**config.mk**
```make
export PLATFORM = sky130hd
export DESIGN_NAME = msk_rx_acq_ctrl
export DESIGN_NICKNAME = d
export VERILOG_FILES = /design/src/rtl/msk_rx_ctrl_pkg.sv /design/src/rtl/msk_lock_det.sv /design/src/rtl/msk_rx_acq_ctrl.sv
export SDC_FILE = /design/constraint.sdc
export NUM_CORES = 1
export LEC_CHECK = 0
export CAP_MARGIN = 5
export CORE_MARGIN = 1.5
export CORE_UTILIZATION = 66
export CTS_BUF_LIST = sky130_fd_sc_hd__clkbuf_4 sky130_fd_sc_hd__clkbuf_8
export DETAILED_ROUTE_END_ITERATION = 8
export PLACE_DENSITY = 0.88
export RECOVER_POWER = 25
export SLEW_MARGIN = 20
export SYNTH_ARGS = -nofsm -noshare
export SYNTH_HDL_FRONTEND = slang
export SYNTH_SLANG_ARGS = --single-unit
```
**constraint.sdc**
```tcl
create_clock -name clk -period 5.4 [get_ports clk]
set_input_delay 1.08 -clock clk [delete_from_list [all_inputs] [get_ports clk]]
set_output_delay 1.08 -clock clk [all_outputs]
set_load 0.1 [all_outputs]
```
**src/rtl/msk_rx_ctrl_pkg.sv**
```systemverilog
// Shared types for the MSK RX acquisition control path.
// State encoding is visible on state_o, so the values are fixed.
package msk_rx_ctrl_pkg;

  typedef enum logic [2:0] {
    IDLE     = 3'd0,
    TIM_ACQ  = 3'd1,
    COARSE   = 3'd2,
    FINE_ACQ = 3'd3,
    TRACK    = 3'd4,
    FAIL     = 3'd5
  } acq_state_t;

  function automatic logic [7:0] sat_inc8(input logic [7:0] v);
    return (v == 8'hFF) ? v : v + 8'd1;
  endfunction

endpackage

```
**src/rtl/msk_lock_det.sv**
```systemverilog
// Windowed mean |err| over LOCK_WIN valid samples; mean_val pulses 1 clk after the last sample.
// No backpressure: every err_val is consumed; clr drops the partial window and any pending result.
module msk_lock_det #(
  parameter int W        = 18,
  parameter int LOCK_WIN = 128
) (
  input  logic         clk,
  input  logic         reset_n,
  input  logic         clr,
  input  logic [W-1:0] err,
  input  logic         err_val,
  output logic [W-1:0] mean,
  output logic         mean_val
);

  localparam int LW = $clog2(LOCK_WIN);
  localparam int AW = W + LW;

  logic [AW-1:0] r_acc;
  logic [LW-1:0] r_cnt;
  logic [W-1:0]  r_mean;
  logic          r_mean_val;
  logic [W-1:0]  w_abs;
  logic [AW-1:0] w_sum;
  logic          w_last;

  // The most negative code has no positive twin, so clamp it to the max positive value.
  always_comb begin
    w_abs = err;
    if (err[W-1]) begin
      if (err == {1'b1, {(W-1){1'b0}}}) begin
        w_abs = {1'b0, {(W-1){1'b1}}};
      end else begin
        w_abs = -err;
      end
    end
  end

  assign w_sum  = r_acc + AW'(w_abs);
  assign w_last = (r_cnt == LW'(LOCK_WIN - 1));

  always_ff @(posedge clk or negedge reset_n) begin
    if (!reset_n) begin
      r_acc      <= '0;
      r_cnt      <= '0;
      r_mean     <= '0;
      r_mean_val <= 1'b0;
    end else if (clr) begin
      r_acc      <= '0;
      r_cnt      <= '0;
      r_mean_val <= 1'b0;
    end else begin
      r_mean_val <= 1'b0;
      if (err_val) begin
        if (w_last) begin
          r_mean     <= w_sum[AW-1:LW];
          r_mean_val <= 1'b1;
          r_acc      <= '0;
          r_cnt      <= '0;
        end else begin
          r_acc <= w_sum;
          r_cnt <= r_cnt + LW'(1);
        end
      end
    end
  end

  assign mean     = r_mean;
  assign mean_val = r_mean_val;

endmodule

```
**src/rtl/msk_rx_acq_ctrl.sv**
```systemverilog
// Lock-driven acquisition sequencer: timing acq -> coarse CFO -> fine carrier -> track.
// Outputs are registered Moore decodes of the state, one clk after the decision; no backpressure.
module msk_rx_acq_ctrl
  import msk_rx_ctrl_pkg::*;
#(
  parameter int WERR        = 18,
  parameter int EW          = 24,
  parameter int LOCK_WIN    = 128,
  parameter int SETTLE_SYMS = 64,
  parameter int TIMEOUT     = 4096,
  parameter int MAX_TRY     = 3,
  parameter int TED_THR     = 2048,
  parameter int PD_THR      = 4096,
  parameter int PD_UNLK     = 16384,
  parameter int TED_UNLK    = 8192
) (
  input  logic            clk,
  input  logic            reset_n,
  input  logic            start_i,
  input  logic            sym_val_i,
  input  logic [WERR-1:0] ted_err_i,
  input  logic            ted_err_val_i,
  input  logic [EW-1:0]   pd_err_i,
  input  logic            pd_err_val_i,
  input  logic            cfo_done_i,
  output logic            ted_en_o,
  output logic            coarse_en_o,
  output logic            cfo_en_o,
  output logic            lock_o,
  output logic            fail_o,
  output logic [2:0]      state_o,
  output logic [7:0]      relock_cnt_o
);

  localparam int SCW = $clog2(TIMEOUT + 1);
  localparam int TW  = $clog2(MAX_TRY + 1);

  localparam logic [SCW-1:0]  LP_TMO      = SCW'(TIMEOUT);
  localparam logic [SCW-1:0]  LP_TMO_M1   = SCW'(TIMEOUT - 1);
  localparam logic [SCW-1:0]  LP_SETTLE   = SCW'(SETTLE_SYMS);
  localparam logic [TW-1:0]   LP_MAX_TRY  = TW'(MAX_TRY);
  localparam logic [WERR-1:0] LP_TED_THR  = WERR'(TED_THR);
  localparam logic [WERR-1:0] LP_TED_UNLK = WERR'(TED_UNLK);
  localparam logic [EW-1:0]   LP_PD_THR   = EW'(PD_THR);
  localparam logic [EW-1:0]   LP_PD_UNLK  = EW'(PD_UNLK);

  acq_state_t      r_state;
  acq_state_t      w_nxt;
  logic [SCW-1:0]  r_sym_cnt;
  logic [TW-1:0]   r_tries;
  logic [TW-1:0]   w_tries_inc;
  logic [7:0]      r_relock;
  logic            r_ted_en;
  logic            r_coarse_en;
  logic            r_cfo_en;
  logic            r_lock;
  logic            r_fail;

  logic            w_ted_run;
  logic            w_pd_run;
  logic            w_clr;
  logic            w_tmo;
  logic [WERR-1:0] w_ted_mean;
  logic            w_ted_mean_val;
  logic [EW-1:0]   w_pd_mean;
  logic            w_pd_mean_val;
  logic            w_ted_lock;
  logic            w_ted_unlk;
  logic            w_pd_lock;
  logic            w_pd_unlk;

  assign w_ted_run = ((r_state == TIM_ACQ) && (r_sym_cnt >= LP_SETTLE)) || (r_state == TRACK);
  assign w_pd_run  = ((r_state == FINE_ACQ) && (r_sym_cnt >= LP_SETTLE)) || (r_state == TRACK);

  msk_lock_det #(.W(WERR), .LOCK_WIN(LOCK_WIN)) u_ted_det (
    .clk      (clk),
    .reset_n  (reset_n),
    .clr      (w_clr),
    .err      (ted_err_i),
    .err_val  (ted_err_val_i & w_ted_run),
    .mean     (w_ted_mean),
    .mean_val (w_ted_mean_val)
  );

  msk_lock_det #(.W(EW), .LOCK_WIN(LOCK_WIN)) u_pd_det (
    .clk      (clk),
    .reset_n  (reset_n),
    .clr      (w_clr),
    .err      (pd_err_i),
    .err_val  (pd_err_val_i & w_pd_run),
    .mean     (w_pd_mean),
    .mean_val (w_pd_mean_val)
  );

  assign w_ted_lock  = w_ted_mean_val && (w_ted_mean < LP_TED_THR);
  assign w_ted_unlk  = w_ted_mean_val && (w_ted_mean > LP_TED_UNLK);
  assign w_pd_lock   = w_pd_mean_val && (w_pd_mean < LP_PD_THR);
  assign w_pd_unlk   = w_pd_mean_val && (w_pd_mean > LP_PD_UNLK);
  assign w_tmo       = sym_val_i && (r_sym_cnt == LP_TMO_M1);
  assign w_tries_inc = r_tries + TW'(1);

  // Lock checks come before timeout in every branch so a coincident lock wins.
  always_comb begin
    w_nxt = r_state;
    if (start_i) begin
      w_nxt = TIM_ACQ;
    end else begin
      case (r_state)
        TIM_ACQ: begin
          if (w_ted_lock)  w_nxt = COARSE;
          else if (w_tmo) w_nxt = FAIL;
        end
        COARSE: begin
          if (cfo_done_i) w_nxt = FINE_ACQ;
          else if (w_tmo) w_nxt = FAIL;
        end
        FINE_ACQ: begin
          if (w_pd_lock)  w_nxt = TRACK;
          else if (w_tmo) w_nxt = (w_tries_inc < LP_MAX_TRY) ? COARSE : FAIL;
        end
        TRACK: begin
          if (w_ted_unlk)     w_nxt = TIM_ACQ;
          else if (w_pd_unlk) w_nxt = FINE_ACQ;
        end
        default: w_nxt = r_state;
      endcase
    end
  end

  // Any state entry, including a start re-entering TIM_ACQ, restarts counting and both windows.
  assign w_clr = start_i || (w_nxt != r_state);

  always_ff @(posedge clk or negedge reset_n) begin
    if (!reset_n) begin
      r_state     <= IDLE;
      r_sym_cnt   <= '0;
      r_tries     <= '0;
      r_relock    <= '0;
      r_ted_en    <= 1'b0;
      r_coarse_en <= 1'b0;
      r_cfo_en    <= 1'b0;
      r_lock      <= 1'b0;
      r_fail      <= 1'b0;
    end else begin
      r_state     <= w_nxt;
      r_ted_en    <= (w_nxt != IDLE) && (w_nxt != FAIL);
      r_coarse_en <= (w_nxt == COARSE);
      r_cfo_en    <= (w_nxt == FINE_ACQ) || (w_nxt == TRACK);
      r_lock      <= (w_nxt == TRACK);
      r_fail      <= (w_nxt == FAIL);

      if (w_clr) begin
        r_sym_cnt <= '0;
      end else if (sym_val_i && (r_sym_cnt != LP_TMO)) begin
        r_sym_cnt <= r_sym_cnt + SCW'(1);
      end

      if (start_i || ((r_state == TIM_ACQ) && (w_nxt == COARSE))) begin
        r_tries <= '0;
      end else if ((r_state == FINE_ACQ) && (w_nxt == COARSE)) begin
        r_tries <= w_tries_inc;
      end

      if (!start_i && (r_state == TRACK) && (w_nxt != TRACK)) begin
        r_relock <= sat_inc8(r_relock);
      end
    end
  end

  assign ted_en_o     = r_ted_en;
  assign coarse_en_o  = r_coarse_en;
  assign cfo_en_o     = r_cfo_en;
  assign lock_o       = r_lock;
  assign fail_o       = r_fail;
  assign state_o      = r_state;
  assign relock_cnt_o = r_relock;

endmodule

```
# Yosys cells after proc, flatten, opt, wreduce, memory -nomap -nowiden
# Index checks and enable logic that the tools add are counted.
word_totals:
  out_inout_bits: 16
  in_bits: 49
  word_cells: 117
  register_bits: 145
op_classes:
  n_lt_le_gt_ge: 6
  add_sub_neg: 9
  muxes: 36
  n_bitwise: 4
  n_eq_ne: 18
  n_reduce_logical: 27
op_table:
  columns: ["op", "count"]
  rows:
  - ["31-bit 2-to-1 mux", 3]
  - ["25-bit 2-to-1 mux", 3]
  - ["24-bit 2-to-1 mux", 2]
  - ["7-bit 2-to-1 mux", 6]
  - ["18-bit 2-to-1 mux", 2]
  - ["31-bit by 24-bit adder with 31-bit output", 1]
  - ["3-bit 2-to-1 mux", 9]
  - ["13-bit 2-to-1 mux", 2]
  - ["25-bit by 18-bit adder with 25-bit output", 1]
  - ["24-bit == test (second input constant)", 1]
  - ["24-bit by 15-bit > comparator with 1-bit output (second input constant)", 1]
  - ["24-bit by 13-bit < comparator with 1-bit output (second input constant)", 1]
  - ["24-bit negator", 1]
  - ["18-bit == test (second input constant)", 1]
  - ["18-bit by 14-bit > comparator with 1-bit output (second input constant)", 1]
  - ["18-bit by 12-bit < comparator with 1-bit output (second input constant)", 1]
  - ["18-bit negator", 1]
  - ["7-bit by 1-bit adder with 7-bit output (second input constant)", 2]
  - ["7-bit == test (second input constant)", 2]
  - ["13-bit by 1-bit adder with 13-bit output (second input constant)", 1]
  - ["13-bit by 12-bit == test with 1-bit output (second input constant)", 1]
  - ["13-bit by 7-bit >= comparator with 1-bit output (second input constant)", 1]
  - ["1-bit logical AND", 13]
  - ["13-bit inequality test (second input constant)", 1]
  - ["20 further kinds", 42]

# Longest topological paths before layout
# Gate-level depths: netlist of run 1.
logic_depth:
  ltp_word: 11
  ltp_mapped: 20
  mapped_depth_nobuf: 18

# Cells and area by module
# Synthesis of run 1 repeated with hierarchy kept, for this count alone.
unflattened:
  hier_cells: 1130
  area_unflattened_um2: 10022.1
by_module_without_submodules:
  columns: ["mod", "area_each_um2", "cells_each", "n_inst", "seq_area_each_um2"]
  rows:
  - ["msk_lock_det (u_pd_det)", 4683.2, 539, 1, 1576.5]
  - ["msk_lock_det (u_ted_det)", 3425.8, 383, 1, 1276.2]
  - ["msk_rx_acq_ctrl", 1913.1, 208, 1, 775.7]

# Least setup slack after synthesis of run 1
# No wires, ideal clock.
synth_path:
  path_type: "input-to-reg"
  startpoint: "input pd_err_i[7]"
  endpoint: "register u_pd_det.r_acc[29]"
  arrival_time_ns: 4.901
  required_time_ns: 5.279
  slack_ns: 0.378
  path_stages: 18
  setup_ns: 0.121
  path_buffers: 1
  path_cell_list: "or4_1 > nor4_1 > nand2b_1 > nor3_1 > nand2b_1 > o21ai_0 > xor2_1 > nand2_1 > ha_1 > clkbuf_1 > and4_1 > nor2b_1 > o21ai_0 > a31oi_1 > a31oi_1 > nor4b_1 > o22ai_1 > a22o_1"
synth_between:
  elab_chain_len: 7
  elab_cells_between_ends: 8
  classes_between: "add/sub: 2; eq/ne: 1; mux: 5"
synth_rtl:
  columns: ["element", "line", "source"]
  rows:
  - ["start, declared", "msk_rx_acq_ctrl.sv:23", "input logic [EW-1:0] pd_err_i,"]
  - ["24-bit negator / 24-bit == test (equally long branches)", "msk_lock_det.sv:34, msk_lock_det.sv:31", null]
  - ["24-bit 2-to-1 mux", "msk_lock_det.sv:31", "if (err == {1'b1, {(W-1){1'b0}}}) begin"]
  - ["24-bit 2-to-1 mux (*)", "msk_lock_det.sv:30", "if (err[W-1]) begin"]
  - ["31-bit by 24-bit adder with 31-bit output (*)", "msk_lock_det.sv:39", "assign w_sum = r_acc + AW'(w_abs);"]
  - ["31-bit 2-to-1 mux (*)", "msk_lock_det.sv:55", "if (w_last) begin"]
  - ["31-bit 2-to-1 mux (*)", "msk_lock_det.sv:54", "if (err_val) begin"]
  - ["31-bit 2-to-1 mux (*)", "msk_lock_det.sv:48", "end else if (clr) begin"]
  - ["end signal, assigned", "msk_lock_det.sv:61", "r_acc <= w_sum;"]
  - ["end, declared", "msk_lock_det.sv:19", "logic [AW-1:0] r_acc;"]
# Every way passes the cells marked *; elsewhere a longest branch is shown, timed or not. The select of a mux whose other input is x is not followed.
# A chain may end at the register's enable or synchronous reset.

# Worst setup path in the final report of run 1
layout_path:
  startpoint: "input ted_err_i[0]"
  endpoint: "register u_ted_det.r_mean[14], in the netlist u_ted_det.mean[14]"
layout_between:
  elab_chain_len: 4
  elab_cells_between_ends: 5
  classes_between: "add/sub: 2; eq/ne: 1; mux: 2"
layout_rtl:
  columns: ["element", "line", "source"]
  rows:
  - ["start, declared", "msk_rx_acq_ctrl.sv:21", "input logic [WERR-1:0] ted_err_i,"]
  - ["18-bit negator / 18-bit == test (equally long branches)", "msk_lock_det.sv:34, msk_lock_det.sv:31", null]
  - ["18-bit 2-to-1 mux", "msk_lock_det.sv:31", null]
  - ["18-bit 2-to-1 mux (*)", "msk_lock_det.sv:30", null]
  - ["25-bit by 18-bit adder with 25-bit output (*)", "msk_lock_det.sv:39", null]
  - ["end signal, assigned", "msk_lock_det.sv:56", "r_mean <= w_sum[AW-1:LW];"]
  - ["end, declared", "msk_lock_det.sv:21", "logic [W-1:0] r_mean;"]
# Every way passes the cells marked *; elsewhere a longest branch is shown, timed or not.

==> results of run 1 <==
## worst reg2reg max path, stage by stage, from the launching register on
cell,delay [ps]
dfrtp_1,470
ha_1,270
nand4_1,190
or4_1,660
o211ai_2,210
a21oi_1,130
a211o_1,510
or4_4,720
or4_1,570
nand3_1,100
## what timing repair did
| item | CTS | global route |
|---|---|---|
| gates resized for setup | 0 | 3 |
| hold buffers | 0 | 0 |
| endpoints found under the hold margin | 0 | 0 |
| endpoints found under the setup margin | 0 | 11 |
## metal layers
metal  vias up  track usage, %
li1       4090               -
met1      4157            41.5
met2       283            51.8
met3        63            6.37
met4         0            12.1
met5         -               0
## cell usage after synthesis (all sizes together) (17+ instances only)
| master | count | area [um2] |
|---|---|---|
| xnor2 | 45 | 394 |
| o21ai | 83 | 415 |
| a21oi | 56 | 280 |
| mux2 | 24 | 270 |
| nand4 | 21 | 138 |
| or4 | 17 | 131 |
| nor3 | 21 | 105 |
| ha | 50 | 626 |
| nand2 | 133 | 499 |
| inv | 28 | 105 |
| a22o | 32 | 280 |
| clkbuf | 36 | 135 |
| nor4 | 17 | 121 |
| dfrtp | 145 | 3630 |
| nand3 | 28 | 140 |
| nor2 | 81 | 304 |
| xor2 | 55 | 482 |
## where the power goes
part	switching, mW	leakage [nW]	internal [mW]
Sequential	0.0523	2.01	1.12
Clock	0.432	0.227	0.562
Combinational	0.596	2.87	0.287
## cells by family after synthesis
group,share of synthesized area [%]
AND/OR/NAND/NOR,20.7
AO/OA/AOI/OAI,18.9
flip-flops,38.1
XOR/XNOR,9.20
buffers and inverters,2.75
adder cells (fa/ha/maj),6.99
multiplexers,3.37
## layout make-up
class / count / area (um2)
Clock inverter: 13 / 210
Tap cell: 180 / 225
Fill cell: 935 / 2900
Timing Repair Buffer: 116 / 1020
Inverter: 28 / 105
Multi-Input combinational cell: 857 / 5650
Clock buffer: 19 / 249
Sequential cell: 145 / 3630
## state kept, by name (all words and copies together), names as in the netlist
name and count:
cfo_en_o 1, coarse_en_o 1, fail_o 1, lock_o 1, r_sym_cnt 13, r_tries 2
relock_cnt_o 8, state_o 3, ted_en_o 1, u_pd_det.mean 24, u_pd_det.mean_val 1, u_pd_det.r_acc 31
u_pd_det.r_cnt 7, u_ted_det.mean 18, u_ted_det.mean_val 1, u_ted_det.r_acc 25, u_ted_det.r_cnt 7
## stage by stage
stage,worst slack (ps),TNS [ps]
CTS,305,0
global route,14.7,0
floorplan,378,0
detailed placement,-111,-429
global placement,45.8,0
finish,268,0
## cell usage in the layout (no fill, tap or decap), types with 4 or more instances in the layout
cell type and instances:
nor2b_1 12, nand3_1 28, o211ai_1 11, nor4b_1 4, o22ai_1 6, nand2_1 133
a21o_1 16, ha_1 50, nor3_1 19, inv_1 28, a41oi_1 5, nor4_1 15
o21bai_1 5, or2_2 8, dfrtp_1 145, mux2i_1 5, nor3b_1 6, xnor2_1 45
mux2_2 24, a31oi_1 16, o21ai_0 81, o31ai_1 10, a21oi_1 55, or3_1 8
xor2_1 55, clkdlybuf4s50_1 63, o41ai_1 5, bufinv_16 5, nand2b_1 13, and3_1 11
nor2_1 81, or4_1 16, nand3b_1 4, and2_1 9, a211oi_1 6, o21a_1 7
a22o_1 32, clkbuf_8 17, nand4_1 20, buf_4 51
## worst min-delay path by stage
stage                     cells past startpoint                      startpoint                             end  slack (ps)
after CTS                                     2   u_pd_det.mean[17]$_DFFE_PN0P_   u_pd_det.mean[17]$_DFFE_PN0P_         490
after global routing                          1     relock_cnt_o[6]$_DFFE_PN0P_     relock_cnt_o[6]$_DFFE_PN0P_         520
after floorplan                               2   u_ted_det.mean[0]$_DFFE_PN0P_   u_ted_det.mean[0]$_DFFE_PN0P_         450
final                                         2   u_pd_det.mean[17]$_DFFE_PN0P_   u_pd_det.mean[17]$_DFFE_PN0P_         490
after detailed placement                      2  u_ted_det.mean[17]$_DFFE_PN0P_  u_ted_det.mean[17]$_DFFE_PN0P_         480
after global placement                        2   u_pd_det.mean[22]$_DFFE_PN0P_   u_pd_det.mean[22]$_DFFE_PN0P_         460
==> out/qor.yml, run 1 <==
route:
  wl_met2_mm: 11.3
  drc: 0
  drtIter0Drc: 736
  wl_mm: 23.0
  top_layer: "met4"
  wl_met3_mm: 1.12
  post_drt_via_cell_ratio: 6.33
  vias: 8593
  antenna_left: 0
  wire_per_inst_um: 16.9
  first_pass_iters: 5
  wl_met1_mm: 9.97
grt:
  antenna_found_initial: 0
  grt_pass1_wl_mm: 38.1
  grt-ovfl-total: 0
  grt_max_degree: 57
  grt_pass1_vias: 8180
  grt_usage_pct: 31.6
pwr:
  p_leak_nw: 5.11
  power_density_nw_per_um2: 275
  total_power_mw: 3.05
  vdd_drop_max_v: 0.000228
sta:
  clock_skew_ps: 12.0
  holdWs_ps: 489
  timing.fmax_ghz: 0.195
  hold_violations: 0
  grt_setup_unrepaired: "false"
  period_share_pct: 95.0
  slew-limit-headroom_pct: -97.7
  tightest_slew_ps: 2970
  setup_viol: 0
  fin_crit_ps: 5130
  drv_slew: 57
worst_setup_path:
  cpLargestDelayFamily: "simple AND/OR/NAND/NOR gates"
  slowest_stage: "or4_1"
  path_cells: "clkdlybuf4s50_1, or3_1, or4_1, or4_1, or3_1, a21oi_1, o21ai_0, ha_1, nand3_1, o22ai_1, nor3_1, a21oi_1, o211ai_1, a21boi_0, xnor2_1, o21ai_0"
  critPathMaxStageDelay_ps: 440
  worst-path-max-fanout: 6
  critical_path_class: "primary input to register"
  crit_path_end_kind: "register"
  crit-reg2reg-capture: "u_ted_det.mean[17]$_DFFE_PN0P_"
  reg2reg_from: "r_sym_cnt[0]$_DFFE_PN0P_"
  cp-start-kind: "primary input"
  cp_data_arrival_time_ps: 5460
  reg2regPathDepth: 9
  setup.worst_path.start: "ted_err_i[0]"
  crit_buf_inv: 1
  cp-endpoint: "u_ted_det.mean[14]$_DFFE_PN0P_"
  r2r_setup_slack_ps: 1510
  required_ps: 5720
  critical_path_depth: 16
synth:
  ys_seq_elements: 145
  synth_seq_area_share_pct: 38.1
  ys.flop_type: "dfrtp_1"
  synthCells: 1069
  avgSynthCellArea_um2: 8.90
  yosysUniqueCellTypes: 63
  synth_area_um2: 9520
  syn_nets: 1170
  synth_edf_count: 0
  async_flop_share_pct: 100
  ys_warn_count: 0
floorplan:
  die_x_um: 123
  core-area_um2: 14000
  io-pin-count: 65
  die_height_um: 123
  initial_core_util_pct: 68.0
  dieArea_um2: 15100
  row_count: 43
place:
  hpwl_mm: 16.2
  gp_congestion: 0.994
  postPlaceCellArea_um2: 10600
  place_inst: 1326
  portBuffers: 64
clock_network:
  cts_num_sinks: 145
  cts_tree: "built"
  h-tree-depth: 4
  post_cts_buffers: 0
  clk_pin_slew_worst_paths_ps: 80
  cts_max_path_buffers: 2
  cts_buffers: 17
  cts_root_buf: "clkbuf_8"
  insertion_delay_ps: 460
final_layout:
  areaGrowthSynthToFinish_pct: 16.5
  n_antenna_cell: 0
  final_design_area_no_fill_um2: 11100
  final_util_pct: 79.3
  drive_gt1_share_pct: 10.8
  fin_cells: 1358
  fin_nets: 1266
flow_run:
  cap_violations: 1
status:
  status: "complete, but fails checks"
  violations: "capacitance limit, slew limit"
worst_hold_path:
  hold_class: "register to register"
(Power assumes the default switching activity.)
==> inputs of run 2 (changes only) <==
Settings changed: CORE_UTILIZATION 66 to 62, PLACE_DENSITY 0.88 to 0.83.
==> run 2 against run 1 <==
Compared with the run above: critical path type unchanged; clock-buffer cell count is 1 lower; first-iteration DRC count down 7.5%; non-clock buffer count increased by 5; power down 6.7%; sequential share of layout area is 0.12 points higher; via count fell by 3.0%; final cell count increased by 0.96%; the run still ends with capacitance limit, slew limit left; setup slack improved by 100 ps; register-to-register slack worse by 20 ps; wire length fell by 6.7%; cell area decreased by 0.36%.
==> out/qor.yml, run 2 (synthesized netlist as in run 1, its figures left out) <==
grt:
  grt_pass1_wl_mm: 36.5
  grt-ovfl-total: 0
  antenna_found_initial: 0
  grt_max_degree: 113
  grt_usage_pct: 27.6
  grt_pass1_vias: 7857
worst_setup_path:
  critPathMaxStageDelay_ps: 430
  critical_path_class: "primary input to register"
  worst-path-max-fanout: 9
  reg2regPathDepth: 9
  path_cells: "clkdlybuf4s50_1, or3_1, or4_1, nor4b_1, buf_4, nand2_1, buf_4, nand2_1, ha_1, nand3_1, o211ai_1, o211ai_1, buf_4, o2111ai_1, a31oi_1, nor3b_1, buf_4, o22ai_1, mux2_2"
  crit_top_cell: "buf_4"
  crit-reg2reg-capture: "u_ted_det.mean[15]$_DFFE_PN0P_"
  required_ps: 5740
  cp_data_arrival_time_ps: 5370
  reg2reg_from: "r_sym_cnt[0]$_DFFE_PN0P_"
  r2r_setup_slack_ps: 1490
  crit_path_end_kind: "register"
  cp-start-kind: "primary input"
  slowest_stage: "or4_1"
worst_hold_path:
  hold_end: "u_ted_det.mean[15]$_DFFE_PN0P_"
  hold_path.startpoint: "u_ted_det.mean[15]$_DFFE_PN0P_"
  hold_class: "register to register"
  holdPathStages: 2
clock_network:
  clk_pin_slew_worst_paths_ps: 80
  cts_num_sinks: 145
  post_cts_buffers: 0
  h-tree-depth: 4
  cts_tree: "built"
  cts_max_path_buffers: 2
  cts_buffers: 17
  cts_root_buf: "clkbuf_8"
  insertion_delay_ps: 450
route:
  wl_mm: 21.4
  post_drt_via_cell_ratio: 6.08
  first_pass_iters: 7
  drtIter0Drc: 681
  antenna_left: 0
  drc: 0
  vias: 8337
  wire_per_inst_um: 15.6
final_layout:
  fin_cells: 1371
  largest_reg_flops: 31
  n_antenna_cell: 0
  regMostFlops: "u_pd_det.r_acc"
  drive_gt1_share_pct: 11.2
  fin_nets: 1271
  areaGrowthSynthToFinish_pct: 16.1
  final_common_cell: "dfrtp_1"
  final_cell_mix: "145 x dfrtp_1, 133 x nand2_1, 81 x o21ai_0, 81 x nor2_1, 63 x clkdlybuf4s50_1"
sta:
  slew-limit-headroom_pct: -82.9
  tightest_slew_ps: 2740
  hold_violations: 0
  drv_slew: 113
  timing.fmax_ghz: 0.199
  fin_crit_ps: 5030
  setup_viol: 0
  clock_skew_ps: 9.75
  grt_setup_unrepaired: "false"
  period_share_pct: 93.1
pwr:
  p_int_mw: 1.78
  p_leak_nw: 5.09
  total_power_mw: 2.85
  p_switching_mw: 1.06
  comb_power_share_pct: 31.2
  power_density_nw_per_um2: 258
  pwr-share-seq_pct: 41.1
  vdd_drop_max_v: 0.000212
  p_sw_share_pct: 37.4
  pwr-share-clk_pct: 27.8
place:
  hpwl_mm: 15.7
  place_inst: 1339
  gp_congestion: 0.939
  portBuffers: 64
floorplan:
  core-area_um2: 15100
  die_x_um: 127
  io-pin-count: 65
  initial_core_util_pct: 63.1
  die_height_um: 127
  row_count: 45
  dieArea_um2: 16100
flow_run:
  cap_violations: 1
status:
  violations: "capacitance limit, slew limit"
  status: "complete, but fails checks"
==> run 2: cell count changes in the layout (fill, tap and decap cells not counted) <==
cell	previous run	this run
clkbuf_1	1	0
a21oi_1	55	56
buf_4	51	56
clkinvlp_4	2	6
bufinv_16	5	1
clkinv_4	3	1
a21oi_2	1	0
clkbuf_4	2	1
buf_12	0	1
clkinv_2	2	5
==> run 2: final cells by class <==
cell class              instances  area [um2]
well taps                     188         235
multi-input cells             857        5640
repair buffers                121        1080
flip-flops and latches        145        3630
clock buffers                  18         241
inverters                      28         105
fillers                      1134        4040
clock inverters                14         118
==> run 2: routing by layer <==
metal	track usage, %	routed length (um)
met1	37.6	9920
met2	45.3	10200
met3	4.56	915
met4	8.89	405
met5	0	0
==> run 2: metrics by stage <==
step | worst slack (ps) | hold WS [ps] | setup TNS, ps | instance area, um2 | utilization, %
6_report | 372 | 484 | 0 | 11000 | 73.2
4_1_cts | 383 | 487 | 0 | 11000 | 73.2
2_1_floorplan | 378 | 448 | 0 | 9520 | -
3_5_place_dp | -115 | 470 | -306 | 10700 | 70.8
5_1_grt | 4.50 | 506 | 0 | 11000 | 73.2
3_3_place_gp | 64.4 | 465 | 0 | 10700 | 70.8
==> run 2: how the worst max path moves through the flow <==
stage	end	from	slack [ps]	cells past startpoint
3_3_place_gp	u_pd_det.r_acc[29]$_DFFE_PN0P_	pd_err_i[15]	60	19
3_5_place_dp	u_pd_det.r_acc[27]$_DFFE_PN0P_	pd_err_i[7]	-110	18
5_1_grt	u_pd_det.r_acc[27]$_DFFE_PN0P_	pd_err_i[15]	4	19
2_1_floorplan	u_pd_det.r_acc[29]$_DFFE_PN0P_	pd_err_i[7]	380	18
4_1_cts	u_pd_det.r_acc[27]$_DFFE_PN0P_	pd_err_i[7]	380	18
6_report	u_pd_det.r_acc[27]$_DFFE_PN0P_	pd_err_i[15]	370	19
==> run 2: power by group through the flow <==
stage | combinational (mW) | clock [mW] | sequential [mW]
2_1_floorplan | 0.441 | 0 | 1.35
3_3_place_gp | 0.862 | 0 | 1.19
3_5_place_dp | 0.877 | 0 | 1.19
4_1_cts | 0.883 | 0.803 | 1.17
5_1_grt | 0.953 | 0.850 | 1.18
6_report | 0.887 | 0.790 | 1.17
==> run 2: worst max-delay path, delay by kind of cell <==
family | cells | cell delay, ps
muxes | 1 | 280
adders and majority gates | 1 | 200
AOI/OAI and AO/OA | 5 | 940
and+or+nand+nor | 7 | 1720
buffers and inverters | 5 | 1140
==> run 2: repair_timing <==
action / in CTS / in global routing
setup endpoints to repair: 0 / 7
resized for setup: 0 / 2
hold buffers: 0 / 0
endpoints found under the hold margin: 0 / 0
==> inputs of run 3 (changes only) <==
Settings changed: SLEW_MARGIN 20 to unset.
==> run 3 against run 2 <==
Compared with the run above: the run still ends with capacitance limit, slew limit left; largest cell class unchanged; non-clock buffer count unchanged; flip-flop and latch count unchanged; critical path depth unchanged.
==> out/qor.yml, run 3 (synthesized netlist as in run 1, its figures left out) <==
clock_network:
  post_cts_buffers: 0
  cts_buffers: 17
  insertion_delay_ps: 450
  cts_root_buf: "clkbuf_8"
  h-tree-depth: 4
  cts_tree: "built"
  cts_num_sinks: 145
  clk_pin_slew_worst_paths_ps: 80
  cts_max_path_buffers: 2
worst_setup_path:
  r2r_setup_slack_ps: 1490
  critical_path_class: "primary input to register"
  reg2regPathDepth: 9
  cp-start-kind: "primary input"
  cp_data_arrival_time_ps: 5370
  required_ps: 5740
  worst-path-max-fanout: 9
  crit_path_end_kind: "register"
  reg2reg_from: "r_sym_cnt[0]$_DFFE_PN0P_"
  crit-reg2reg-capture: "u_ted_det.mean[15]$_DFFE_PN0P_"
final_layout:
  multi_input_area_um2: 5640
  regArea_um2: 3630
  final_util_pct: 73.2
  final_common_cell: "dfrtp_1"
  areaGrowthSynthToFinish_pct: 16.1
  regMostFlops: "u_pd_det.r_acc"
  final_cell_mix: "145 x dfrtp_1, 133 x nand2_1, 81 x o21ai_0, 81 x nor2_1, 63 x clkdlybuf4s50_1"
  nFillCells: 1134
  largest_reg_flops: 31
  drive_gt1_share_pct: 11.2
  fin_nets: 1271
  n_antenna_cell: 0
worst_hold_path:
  holdPathStages: 2
  hold_class: "register to register"
  hold_path.startpoint: "u_ted_det.mean[15]$_DFFE_PN0P_"
  hold_end: "u_ted_det.mean[15]$_DFFE_PN0P_"
sta:
  slew-limit-headroom_pct: -82.8
  drv_slew: 113
  clock_skew_ps: 9.74
  timing.fmax_ghz: 0.199
  setup_viol: 0
  fin_crit_ps: 5030
  tns_ps: 0
  period_share_pct: 93.1
  grt_setup_unrepaired: "false"
  tightest_slew_ps: 2740
  hold_violations: 0
place:
  gp_congestion: 0.939
  portBuffers: 64
  hpwl_mm: 15.7
route:
  wl_met1_mm: 9.91
  wire_per_inst_um: 15.6
  drc: 0
  vias: 8349
  wl_mm: 21.4
  wl_met3_um: 926
  post_drt_via_cell_ratio: 6.09
  drtIter0Drc: 681
  first_pass_iters: 7
  wl_met2_mm: 10.2
  antenna_left: 0
  top_layer: "met4"
floorplan:
  row_count: 45
  core-area_um2: 15100
  initial_core_util_pct: 63.1
  dieArea_um2: 16100
  die_height_um: 127
  io-pin-count: 65
  die_x_um: 127
grt:
  grt_usage_pct: 27.6
  grt_max_degree: 113
  antenna_found_initial: 0
  grt_pass1_vias: 7857
  grt-ovfl-total: 0
  grt_pass1_wl_mm: 36.5
status:
  status: "complete, but fails checks"
  violations: "capacitance limit, slew limit"
pwr:
  total_power_mw: 2.85
  p_leak_nw: 5.09
  vdd_drop_max_v: 0.000212
  power_density_nw_per_um2: 258
flow_run:
  cap_violations: 1
==> run 3: cell counts in the layout (fill, tap and decap cells not counted) <==
No cell type changed its count.
==> run 3: report_power, final <==
group / internal, mW / switching (mW)
Combinational: 0.296 / 0.591
Clock: 0.365 / 0.425
Sequential: 1.12 / 0.0483
==> run 3: critical path: stages <==
cell and delay, ps:
clkdlybuf4s50_1 420, or3_1 390, or4_1 430, nor4b_1 260, buf_4 160, nand2_1 170, buf_4 210, nand2_1 70
ha_1 200, nand3_1 100, o211ai_1 220, o211ai_1 220, buf_4 180, o2111ai_1 250, a31oi_1 190, nor3b_1 300
buf_4 170, o22ai_1 60, mux2_2 280
==> run 3: layout make-up <==
type,count,share of cell area (%)
tap,188,2.13
inverter,28,0.951
timing repair buffer,121,9.74
clock inverter,14,1.06
sequential,145,32.8
multi-input combinational,857,51.1
clock buffer,18,2.19
==> run 3: metrics by stage <==
step | setup WS (ps) | area, um2 | hold WS, ps | std cells
4_1_cts | 383 | 11000 | 487 | 1371
6_report | 374 | 11000 | 484 | 1371
3_3_place_gp | 64.4 | 10700 | 465 | 1339
2_1_floorplan | 378 | 9520 | 448 | 1069
5_1_grt | 4.50 | 11000 | 506 | 1371
3_5_place_dp | -115 | 10700 | 470 | 1339
==> run 3: routing by layer <==
layer  vias up  global-route usage (%)
met5         -                       0
met4         0                    8.89
met3        44                    4.56
met2       216                    45.3
met1      3988                    37.6
li1       4101                       -
==> run 3: worst max-delay path by stage <==
stage	depth (start not counted)	from	end	slack, ps
2_1_floorplan	18	pd_err_i[7]	u_pd_det.r_acc[29]$_DFFE_PN0P_	380
6_report	19	pd_err_i[15]	u_pd_det.r_acc[27]$_DFFE_PN0P_	370
4_1_cts	18	pd_err_i[7]	u_pd_det.r_acc[27]$_DFFE_PN0P_	380
5_1_grt	19	pd_err_i[15]	u_pd_det.r_acc[27]$_DFFE_PN0P_	4
3_3_place_gp	19	pd_err_i[15]	u_pd_det.r_acc[29]$_DFFE_PN0P_	60
3_5_place_dp	18	pd_err_i[7]	u_pd_det.r_acc[27]$_DFFE_PN0P_	-110
==> run 3: timing repair <==
item / CTS / global route
hold endpoints to repair: 0 / 0
gates resized for setup: 0 / 2
hold buffers: 0 / 0
endpoints found under the setup margin: 0 / 7
